$ cat config.mk
export PLATFORM = sky130hd
export DESIGN_NAME = rom_upload_reader
export DESIGN_NICKNAME = d
export VERILOG_FILES = /design/src/rtl/rom_upload_reader.sv
export SDC_FILE = /design/constraint.sdc
export NUM_CORES = 1
export LEC_CHECK = 0
export BUFFER_PORTS_ARGS = -buffer_cell sky130_fd_sc_hd__buf_4
export CAP_MARGIN = 10
export CELL_PAD_IN_SITES_DETAIL_PLACEMENT = 2
export CELL_PAD_IN_SITES_GLOBAL_PLACEMENT = 2
export CORE_ASPECT_RATIO = 1.75
export CORE_MARGIN = 8
export CORE_UTILIZATION = 40
export CTS_CLUSTER_DIAMETER = 150
export DETAILED_ROUTE_END_ITERATION = 10
export GPL_ROUTABILITY_DRIVEN = 0
export PLACE_DENSITY = 0.93
export SLEW_MARGIN = 10
export SYNTH_ARGS = -nofsm -noshare
export SYNTH_HDL_FRONTEND = slang
export SYNTH_SLANG_ARGS = --single-unit
$ cat constraint.sdc
create_clock -name clk -period 6.75 [get_ports clk]
set_input_delay 1.35 -clock clk [delete_from_list [all_inputs] [get_ports clk]]
set_output_delay 1.35 -clock clk [all_outputs]
set_load 0.05 [all_outputs]
$ cat src/rtl/rom_upload_reader.sv
// Upload (readback) reader: serves HPS ioctl byte reads from SDRAM port1 using a
// toggle req/ack handshake. A one-word cache lets both bytes of a word come from one access.
module rom_upload_reader #(
    parameter logic [24:0] BASE_ADDR   = 25'h0000000,
    parameter logic [24:0] UPLOAD_SIZE = 25'h001C320,
    parameter logic [7:0]  FILL_BYTE   = 8'hFF
) (
    input  logic        clk,
    input  logic        reset,
    input  logic        ioctl_upload,
    input  logic        ioctl_rd,
    input  logic [24:0] ioctl_addr,
    output logic [7:0]  ioctl_din,
    output logic        ioctl_wait,
    output logic        port_req,
    input  logic        port_ack,
    output logic [22:0] port_a,
    output logic [1:0]  port_ds,
    output logic        port_we,
    input  logic [15:0] port_q,
    output logic        busy,
    output logic        err,
    output logic [24:0] bytes_done
);

    typedef enum logic [1:0] {S_IDLE, S_ISSUE, S_WAIT_ACK, S_DELIVER} state_t;

    state_t      state_q, state_d;
    logic        upload_q;
    logic [24:0] addr_q, addr_d;
    logic [15:0] cache_q, cache_d;
    logic [22:0] tag_q, tag_d;
    logic        valid_q, valid_d;
    logic [7:0]  din_q, din_d;
    logic        wait_q, wait_d;
    logic        req_q, req_d;
    logic [22:0] port_a_q, port_a_d;
    logic        err_q, err_d;
    logic [24:0] bytes_q, bytes_d;

    logic [24:0] eff_addr;
    logic        session_rise;
    logic        rd_ok;
    logic        hit;
    logic        deliver;
    logic [24:0] bytes_base;

    function automatic logic [7:0] sel_byte(input logic [15:0] w, input logic odd);
        return odd ? w[15:8] : w[7:0];
    endfunction

    assign eff_addr     = ioctl_addr + BASE_ADDR;
    assign session_rise = ioctl_upload & ~upload_q;
    assign rd_ok        = ioctl_rd & ioctl_upload;
    // A session start invalidates the cache in the same cycle it is seen.
    assign hit          = valid_q && !session_rise && (tag_q == eff_addr[23:1]);

    always_comb begin
        state_d    = state_q;
        addr_d     = addr_q;
        cache_d    = cache_q;
        tag_d      = tag_q;
        valid_d    = valid_q;
        din_d      = din_q;
        wait_d     = wait_q;
        req_d      = req_q;
        port_a_d   = port_a_q;
        err_d      = err_q;
        deliver    = 1'b0;
        bytes_base = bytes_q;

        if (session_rise) begin
            valid_d    = 1'b0;
            err_d      = 1'b0;
            bytes_base = '0;
        end

        case (state_q)
            S_IDLE: begin
                if (rd_ok) begin
                    if (ioctl_addr >= UPLOAD_SIZE) begin
                        din_d   = FILL_BYTE;
                        deliver = 1'b1;
                    end else if (hit) begin
                        din_d   = sel_byte(cache_q, eff_addr[0]);
                        deliver = 1'b1;
                    end else begin
                        addr_d  = eff_addr;
                        wait_d  = 1'b1;
                        state_d = S_ISSUE;
                    end
                end
            end
            S_ISSUE: begin
                port_a_d = addr_q[23:1];
                req_d    = ~req_q;
                state_d  = S_WAIT_ACK;
            end
            S_WAIT_ACK: begin
                // No timeout: the handshake must stay balanced, so we wait for the ack.
                if (port_ack == req_q) begin
                    cache_d = port_q;
                    tag_d   = addr_q[23:1];
                    valid_d = 1'b1;
                    state_d = S_DELIVER;
                end
            end
            S_DELIVER: begin
                din_d   = sel_byte(cache_q, addr_q[0]);
                wait_d  = 1'b0;
                deliver = 1'b1;
                state_d = S_IDLE;
            end
            default: state_d = S_IDLE;
        endcase

        if (rd_ok && state_q != S_IDLE) begin
            err_d = 1'b1;
        end

        bytes_d = bytes_base;
        if (deliver && bytes_base != 25'h1FFFFFF) begin
            bytes_d = bytes_base + 25'd1;
        end
    end

    always_ff @(posedge clk or posedge reset) begin
        if (reset) begin
            state_q  <= S_IDLE;
            upload_q <= 1'b0;
            addr_q   <= '0;
            cache_q  <= '0;
            tag_q    <= '0;
            valid_q  <= 1'b0;
            din_q    <= '0;
            wait_q   <= 1'b0;
            req_q    <= 1'b0;
            port_a_q <= '0;
            err_q    <= 1'b0;
            bytes_q  <= '0;
        end else begin
            state_q  <= state_d;
            upload_q <= ioctl_upload;
            addr_q   <= addr_d;
            cache_q  <= cache_d;
            tag_q    <= tag_d;
            valid_q  <= valid_d;
            din_q    <= din_d;
            wait_q   <= wait_d;
            req_q    <= req_d;
            port_a_q <= port_a_d;
            err_q    <= err_d;
            bytes_q  <= bytes_d;
        end
    end

    assign ioctl_din  = din_q;
    assign ioctl_wait = wait_q;
    assign port_req   = req_q;
    assign port_a     = port_a_q;
    assign port_ds    = 2'b11;
    assign port_we    = 1'b0;
    assign busy       = (state_q != S_IDLE);
    assign err        = err_q;
    assign bytes_done = bytes_q;

endmodule
==> metrics.txt, run 1 <==
status=finished, final reports clean; Resize count post-CTS=0; clock tree sinks=126; Root Driver=clkbuf_16; Inserted Clock Buffers=17; NumNets Final=629; Synth Area in Compound Gates=6.000%; Die Wd=107.8 um; Post-synth top flop=dfrtp_1; largest family of logic cells by synthesized area=multiplexers; drt wl/cell=23.90 um; top cells by count, synth=126 x dfrtp_1, 89 x mux2_2, 33 x nand2_1; CP Capture Type=register; worst hold endpoint=valid_q; cell area after layout=7462 um^2; Yosys reg bits=126; hold slack final=0.5014 ns; core footprint=14690 um^2; H-tree depth=4; setup TNS=0 ns; first-pass iteration count of the detailed router=4; CTS Buffer Depth=2; Pwr Density=345.9 nW/um^2; Max-slew headroom=19.91%; initial antenna violation count=0; Critical-path top delay cell=nand2_2; adder-cell area share of the yosys netlist=1.060%; die area=19050 um^2; CP bufs+invs=2; Simple-Gate Fraction of Synth Area=11.38%; top-count cell post-synth=dfrtp_1; first-pass GRT wire length=29.45 mm; Synth top area share=53.42%; Mean Syn Cell Area=12.43 um^2; via count of the routed design=4304; Worst path max stage delay=0.39 ns; Hold Path Origin=valid_q; Async S/R FF share, synth=100.0%; Clk Latency, worst-skew pair=0.42 ns; maximum VDD drop=0.2015 mV; Seq/Total Area, Yosys=53.42%; # DRC=0; post-route ant nets=0; # hold bufs at CTS=0; Ys Warns=0; Lkg Pwr=3.633 nW; Crit path required time=7.06 ns; all-layer global routing usage=20.45%; final slew viol count=0; FF-to-FF Start=upload_q; placed cell area=6840 um^2; hpwl dp=13.04 mm; worst-path cell chain=buf_4 -> nand2b_1 -> buf_4 -> and2_1 -> ha_1 -> nand3_1 -> nor3_1 -> nand2_2 -> nand2_1 -> mux2_2; DIE HEIGHT=176.7 um; Final Setup Violations=0; WL final=18.50 mm; xor and xnor area share after synthesis=5.194%; Worst path top cell family by delay=simple AND/OR/NAND/NOR gates; area leader, netlist=dfrtp_1; antenna fix cells=0; post-layout min period=3.808 ns; clock skew=0.01229 ns; EDFF count, synth=0; Hold Path Stages=2; Initial Util=40.18%; Final Hold Fails=0; share of cells above drive strength 1=40.78%; Port Buffer Count=105; worst reg2reg path depth=9; row count=59; routed vias/inst=5.561; CP Launch Type=primary input; post-CTS setup buffers=0; Synth Instances=475; clock-pin slew on the worst setup and hold paths=0.07 ns; maxcap violations=0; Worst Tran Pin Value=1.192 ns; I/O pins=109; pin count of the biggest net entering global routing=71; critical path type=in -> reg; critical-path maximum fanout=32; unrepaired setup endpoints after global routing=no; mux share of post-synthesis cell area=20.37%; crit path DAT=4.12 ns; grt total ovfl=0; CP most frequent cell=buf_4; r2r endpoint=bytes_done[1]; Max Freq=262.6 MHz; Area growth syn-to-layout=26.44%; final period utilization=56.41%; CTS tree=built; HP Class=reg -> reg; Cell variety after synth=49; Synth area leaders=dfrtp_1 53%, mux2_2 17%, xor2_1 4.0%, mux2i_1 3.4%, nand2_1 2.1%; drt first-iter violations=90; number of global-route vias before repair=5259; r2r setup slk=3.59 ns; Mapped Area=5902 um^2
-- cells in the final DEF, fill, tap and decap left out, drive strengths merged, types with 4 or more instances in the layout --
cell type,synthesis,layout
nand3,15,15
nor3,5,5
dfrtp,126,126
inv,5,9
a22oi,9,9
xor2,27,27
nand2,34,34
a31oi,8,8
mux2,89,89
xnor2,8,8
buf,16,109
nand4,10,10
and2,11,11
a41o,8,8
and3,11,11
mux2i,20,20
nor4,10,10
nor2,14,14
clkbuf,10,18
clkinv,0,6
o21ai,5,5
ha,5,5
a21oi,4,4
-- metal layers --
metal / vias to the layer above / wire [um] / global-route usage [%]
met2: 107 / 11040 / 39.56
met3: 27 / 628 / 4.303
met5: - / 0 / 0
met1: 2260 / 6457 / 19.92
met4: 0 / 371 / 8.610
li1: 1910 / - / -
-- layout make-up --
cell class	instances	area, um^2
clock inverters	14	183.9
repair buffers	109	818.3
flip-flops and latches	126	3153
inverters	5	21.27
multi-input cells	319	2628
well taps	183	229.0
clock buffers	18	429.2
fillers	1452	7228
-- registers in the layout, indices dropped and copies added, names as in the netlist --
signal      count
ioctl_wait      1
state_q         2
upload_q        1
addr_q         24
err             1
valid_q         1
port_req        1
tag_q          23
bytes_done     25
port_a         23
cache_q        16
ioctl_din       8
-- worst min-delay path, cell delays in order (launching register included) --
cell and delay (ns):
dfrtp_1 0.35, nand2_1 0.06, nand2_1 0.06
-- cell families (layout without fill, tap and decap cells) --
logic type	count (synthesis)	in the layout
buf+inv	31	146
mux	109	109
fa+ha+maj	5	5
flops	126	126
simple gates	123	123
compound gates	44	44
other cells	2	3
xor+xnor	35	35
-- per-stage QoR --
| step | util (%) | std cells | power, mW | setup WS, ns |
|---|---|---|---|---|
| 2_1_floorplan | - | 476 | 1.418 | 2.044 |
| 3_3_place_gp | 46.52 | 742 | 1.570 | 2.617 |
| 3_5_place_dp | 46.56 | 742 | 1.630 | 2.416 |
| 4_1_cts | 50.74 | 774 | 2.609 | 2.900 |
| 5_1_grt | 50.80 | 774 | 2.689 | 2.794 |
| 6_report | 50.80 | 774 | 2.581 | 2.942 |
-- report_power, final --
group	switching [mW]	leakage, nW	internal [mW]
Sequential	0.0824	1.67	0.855
Clock	0.375	0.297	0.589
Combinational	0.405	1.66	0.275
-- worst max-delay path by stage --
| stage | start | endpoint | slack [ns] | cells after the start |
|---|---|---|---|---|
| floorplan | reset | addr_q[0] | 2.04 | 1 |
| finish | ioctl_upload | bytes_done[1] | 2.94 | 10 |
| global route | ioctl_upload | bytes_done[1] | 2.79 | 10 |
| CTS | ioctl_addr[18] | bytes_done[1] | 2.90 | 7 |
| detailed placement | ioctl_addr[18] | bytes_done[1] | 2.42 | 7 |
| global placement | ioctl_addr[18] | bytes_done[1] | 2.62 | 7 |
(Power assumes the default switching activity.)
==> run 2, diff against run 1 <==
--- a/config.mk
+++ b/config.mk
@@ -5,17 +5,18 @@
 export SDC_FILE = /design/constraint.sdc
 export NUM_CORES = 1
 export LEC_CHECK = 0
+export ABC_AREA = 1
 export BUFFER_PORTS_ARGS = -buffer_cell sky130_fd_sc_hd__buf_4
 export CAP_MARGIN = 10
 export CELL_PAD_IN_SITES_DETAIL_PLACEMENT = 2
 export CELL_PAD_IN_SITES_GLOBAL_PLACEMENT = 2
 export CORE_ASPECT_RATIO = 1.75
 export CORE_MARGIN = 8
-export CORE_UTILIZATION = 40
+export CORE_UTILIZATION = 29
 export CTS_CLUSTER_DIAMETER = 150
 export DETAILED_ROUTE_END_ITERATION = 10
 export GPL_ROUTABILITY_DRIVEN = 0
-export PLACE_DENSITY = 0.93
+export PLACE_DENSITY = 0.84
 export SLEW_MARGIN = 10
 export SYNTH_ARGS = -nofsm -noshare
 export SYNTH_HDL_FRONTEND = slang
==> constraint.sdc (replaced) <==
create_clock -name clk -period 3.2 [get_ports clk]
set_input_delay 0.64 -clock clk [delete_from_list [all_inputs] [get_ports clk]]
set_output_delay 0.64 -clock clk [all_outputs]
set_load 0.05 [all_outputs]
==> run 2 against run 1 <==
Critical path depth increased by 2. Sequential cell count unchanged. Largest cell class unchanged. Critical path type is now reg -> reg. Clock skew fell by 0.0043 ns. Synthesized cell count up 87%. Count of clock-buffer cells in the layout rose by 2. Register-to-register slack worse by 2.8 ns. Utilization down 14 points. Combinational power rose to 4.1 times the previous value. Worst hold slack got worse by 0.13 ns. Sequential share of layout area is 4.6 points lower.
==> metrics.txt, run 2 <==
post-CTS setup buffers=0; status=finished, final reports clean; Yosys reg bits=126; Power Internal=3.961 mW; max reg flops=25; hpwl dp=17.54 mm; Final Non-Filler Cells=1304; Async S/R FF share, synth=100.0%; first-pass iteration count of the detailed router=4; unrepaired setup endpoints after global routing=no; drt wl/cell=18.12 um; Worst Setup SP=bytes_done[0]; HP Class=in -> reg; drt first-iter violations=211; total power=6.973 mW; Lkg Pwr=4.165 nW; DP Cell Count=1272; final slew viol count=0; Worst Tran Pin Value=0.9523 ns; number of global-route vias before repair=7327; share of cells above drive strength 1=18.73%; routed vias/inst=4.804; via count of the routed design=6265; Final Hold Fails=0; top cells by count, synth=267 x nand2_1, 137 x inv_1, 126 x dfrtp_1; clock-pin slew on the worst setup and hold paths=0.06 ns; post-layout min period=2.391 ns; # hold bufs at CTS=0; Ys Warns=0; Inserted Clock Buffers=17; worst reg2reg path depth=12; # DRC=0; EDFF count, synth=0; Post-synth top flop=dfrtp_1; critical path type=reg -> reg; setup TNS=0 ns; Synth top area share=47.42%; highest-count cells in the layout ignoring fill and taps=266 x nand2_1, 136 x inv_1, 126 x dfrtp_1, 115 x buf_4, 95 x nor2_1; worst-path cell chain=inv_1 -> nor2_1 -> ha_1 -> nand4_2 -> nor2_4 -> nand4_2 -> nor2_4 -> nand3_4 -> nand3_4 -> buf_4 -> nand2_1 -> nand2_1; Seq pwr share=31.8%; Root Driver=clkbuf_16; clock skew=0.007966 ns; maximum VDD drop=0.5556 mV; Resize count post-CTS=0; Clk Latency, worst-skew pair=0.43 ns; Synth Instances=888; final period utilization=74.71%; Mean Syn Cell Area=7.487 um^2; Max-slew headroom=36.51%; Port Buffer Count=105; Max Freq=418.3 MHz; Synth area leaders=dfrtp_1 47%, nand2_1 15%, inv_1 7.7%, nor2_1 5.4%, o21ai_0 4.8%; critical-path maximum fanout=6; top-count cell post-synth=nand2_1; Final Setup Violations=0; Initial Util=29.35%; CP Launch Type=register; Mapped Area=6649 um^2; NumNets Final=1042; row count=73; Psw=3.012 mW; sw frac=43.20%; first-pass GRT wire length=38.23 mm; CP Capture Type=register; Worst path max stage delay=0.40 ns; clock tree sinks=126; Crit path required time=3.56 ns; crit path DAT=2.75 ns; antenna fix cells=0; grt total ovfl=0; FF-to-FF Start=bytes_done[0]; initial antenna violation count=0; H-tree depth=4; Cell variety after synth=35; Comb power frac=40.3%; post-route ant nets=0; commonest non-fill, non-tap cell in the layout=nand2_1; WL final=23.63 mm; pin count of the biggest net entering global routing=127; r2r endpoint=bytes_done[14]; Area growth syn-to-layout=25.84%; all-layer global routing usage=17.63%; Setup crit end=bytes_done[14]; Clk pwr share=27.9%; core footprint=22650 um^2; Pwr Density=833.4 nW/um^2; Critical-path top delay cell=dfrtp_1; Die Wd=130.5 um; filler instances=2708; area leader, netlist=dfrtp_1; Seq/Total Area, Yosys=47.42%; CTS tree=built; DIE HEIGHT=216.3 um; die area=28220 um^2; maxcap violations=0; CTS Buffer Depth=2; r2r setup slk=0.81 ns; I/O pins=109
==> run 2: cell type report <==
class,instances,area [um^2],share of cell area (%)
Sequential cell,126,3153,37.69
Multi-Input combinational cell,584,2788,33.32
Clock buffer,20,446.7,5.339
Inverter,144,544.3,6.505
Clock inverter,12,136.4,1.630
Timing Repair Buffer,118,923.4,11.04
Tap cell,300,375.4,4.486
==> run 2: through the flow <==
step | hold slack, ns | instance area [um^2] | util [%] | setup slack (ns)
detailed placement | 0.4628 | 7784 | 34.36 | 0.4289
CTS | 0.3465 | 8367 | 36.94 | 0.7817
finish | 0.3707 | 8367 | 36.94 | 0.8094
floorplan | 0.4361 | 6656 | - | 0.6147
global placement | 0.4485 | 7784 | 34.36 | 0.5796
global route | 0.3552 | 8367 | 36.94 | 0.6115
==> run 2: cell families (layout without fill, tap and decap cells) <==
family | count (synthesis) | after routing | share of synthesized area (%)
adder cells (fa/ha/maj) | 5 | 5 | 0.9409
AND/OR/NAND/NOR | 442 | 442 | 28.77
XOR/XNOR | 17 | 17 | 2.239
other | 2 | 3 | 0.1130
flip-flops | 126 | 126 | 47.42
multiplexers | 8 | 8 | 1.355
buffers and inverters | 179 | 294 | 10.78
AO/OA/AOI/OAI | 109 | 109 | 8.374
==> run 2: worst max-delay path, delay by kind of cell (launching register included) <==
kind                       cells  cell delay, ns
adders and majority gates      1            0.26
DFF                            1            0.40
buffers and inverters          2            0.27
and+or+nand+nor                9            1.39
==> run 2: worst min-delay path by stage <==
stage               cells after the start         start  slack [ns]    endpoint
floorplan                               2    addr_q[17]        0.44  addr_q[17]
global placement                        2    addr_q[20]        0.45  addr_q[20]
detailed placement                      2    addr_q[22]        0.46  addr_q[22]
CTS                                     1  ioctl_upload        0.35    upload_q
global route                            1  ioctl_upload        0.36    upload_q
finish                                  1  ioctl_upload        0.37    upload_q
==> run 2: per-layer routing <==
metal	up-vias	routed length, um	track usage, %
met5	-	0	0
met4	0	1028	9.619
met3	52	734	2.778
met2	128	13540	34.07
met1	3156	8328	17.00
li1	2929	-	-
==> run 2: power groups by stage <==
stage          sequential [mW]  combinational [mW]  clock (mW)
3_3_place_gp              2.23                2.75           0
5_1_grt                   2.27                3.05        2.06
3_5_place_dp              2.25                2.84           0
2_1_floorplan             2.96                1.16           0
6_report                  2.22                2.81        1.94
4_1_cts                   2.23                2.88        2.00
==> run 3, diff against run 2 <==
==> constraint.sdc (replaced) <==
create_clock -name clk -period 2.1 [get_ports clk]
set_input_delay 0.42 -clock clk [delete_from_list [all_inputs] [get_ports clk]]
set_output_delay 0.42 -clock clk [all_outputs]
set_load 0.05 [all_outputs]
==> run 3 against run 2 <==
Utilization rose by 2.2 points. Non-clock buffer count rose by 49. Sequential cell count did not move. Sequential power rose by 53%. Total power rose by 53%. Cell area rose by 5.9%. Critical path depth rose by 1. Via count rose by 2.1%.
==> metrics.txt, run 3 (synthesized netlist as in run 2, its figures left out) <==
r2r setup slk=0.07 ns; NumNets Final=1091; area of the multi-input gates=2870 um^2; Place WS=-0.1073 ns; WL final=24.52 mm; clock-pin slew on the worst setup and hold paths=0.06 ns; antenna fix cells=0; PnR worst setup slack=0.07217 ns; share of cells above drive strength 1=23.69%; status=finished, final reports clean; Crit path required time=2.41 ns; Initial Util=29.35%; DIE HEIGHT=216.3 um; HP Class=in -> reg; Inserted Clock Buffers=17; drt first-iter violations=204; placed cell area=8238 um^2; critical-path maximum fanout=6; routed vias/inst=4.736; drt wl/cell=18.15 um; Storage cell area=3156 um^2; I/O pins=109; Seq pwr share=31.7%; Max-slew headroom=64.27%; Pwr Density=1207 nW/um^2; hpwl dp=19.11 mm; setup TNS=0 ns; Worst Tran Pin Value=0.5360 ns; first-pass iteration count of the detailed router=4; via count of the routed design=6398; initial antenna violation count=0; first-pass GRT wire length=39.41 mm; number of global-route vias before repair=7535; H-tree depth=4; CP Launch Type=register; highest-count cells in the layout ignoring fill and taps=264 x nand2_1, 157 x buf_4, 136 x inv_1, 124 x dfrtp_1, 86 x nor2_1; post-layout min period=2.028 ns; post-route ant nets=0; Psw=4.526 mW; critical path type=reg -> reg; Clk Latency, worst-skew pair=0.42 ns; sw frac=42.34%; die area=28220 um^2; pin count of the biggest net entering global routing=57; maximum VDD drop=0.6423 mV; # DRC=0; all-layer global routing usage=18.24%; filler instances=2688; max reg flops=25; Final Non-Filler Cells=1351; core footprint=22650 um^2; Root Driver=clkbuf_16; total power=10.69 mW; commonest non-fill, non-tap cell in the layout=nand2_1; Final Setup Violations=0; CP Capture Type=register; maxcap violations=0; crit path DAT=2.34 ns; Comb power frac=42.2%; cell area after layout=8860 um^2; Power Internal=6.165 mW; final slew viol count=0; final period utilization=96.56%; Max Freq=493.1 MHz; Die Wd=130.5 um; clock tree sinks=126; DP Cell Count=1319; row count=73; Clk pwr share=26.1%; grt total ovfl=0; CTS Buffer Depth=2; Area growth syn-to-layout=33.25%; CTS tree=built; clock skew=0.004254 ns; Port Buffer Count=105; Final Hold Fails=0; Lkg Pwr=4.415 nW
==> run 3: cell types whose count changed in the layout (fill, tap and decap cells not counted), moves of 3 or more <==
cell / previous run / this run
inv_6: 3 / 0
nor2_1: 95 / 86
clkbuf_8: 1 / 4
buf_4: 115 / 157
nor2_2: 7 / 12
clkinv_2: 2 / 5
buf_12: 3 / 8
nor2_4: 6 / 10
==> run 3: path summary, 6_finish.rpt <==
kind	start	endpoint	depth (start not counted)
worst max-delay path	upload_q	bytes_done[18]	13
worst min-delay path	port_q[2]	cache_q[2]	2
worst max register to register	upload_q	bytes_done[18]	13
worst min register to register	addr_q[22]	addr_q[22]	2
max in group asynchronous	reset	tag_q[4]	4
min in group asynchronous	reset	port_a[15]	3
==> run 3: critical path, cell delays in order (launching register included) <==
cell     delay, ns
dfrtp_1       0.41
nor2_4        0.10
buf_4         0.16
nor2_4        0.10
nand2_2       0.11
buf_4         0.16
nor2_1        0.21
nand2_1       0.14
nor2_1        0.18
nand2_1       0.08
nand2_1       0.07
nand2_1       0.05
nand4_1       0.08
nand2_1       0.06
==> run 3: per-layer routing <==
metal	global-route usage (%)	wire, um	up-vias
li1	-	-	3021
met2	36.22	14250	141
met4	8.080	917	0
met5	0	0	-
met3	3.074	749	59
met1	17.33	8597	3177
==> run 3: metrics by stage <==
stage / util (%) / hold slack [ns]
4_1_cts: 38.87 / 0.2064
3_5_place_dp: 36.37 / 0.4500
5_1_grt: 39.11 / 0.2143
2_1_floorplan: - / 0.4361
6_report: 39.11 / 0.2310
3_3_place_gp: 36.37 / 0.4479
==> run 3: power groups by stage <==
stage               clock network, mW  logic (mW)  registers, mW
floorplan                           0        1.80           4.52
global placement                    0        4.43           3.40
detailed placement                  0        4.56           3.43
CTS                              2.90        4.60           3.40
global route                     2.97        4.91           3.45
finish                           2.79        4.51           3.39
==> run 3: area by class of cell <==
class / count / share of cell area [%]
repair buffers: 167 / 15.39
multi-input cells: 584 / 32.40
clock inverters: 7 / 0.7061
flip-flops and latches: 126 / 35.62
clock buffers: 23 / 5.508
well taps: 300 / 4.237
inverters: 144 / 6.143
==> run 3: repair_timing <==
| action | CTS | global route |
|---|---|---|
| buffers inserted | 0 | 1 |
| pin swaps | 0 | 3 |
| endpoints found under the setup margin | 2 | 25 |
| endpoints found under the hold margin | 12 | 0 |
| hold buffers | 1 | 0 |
| resized for setup | 2 | 13 |
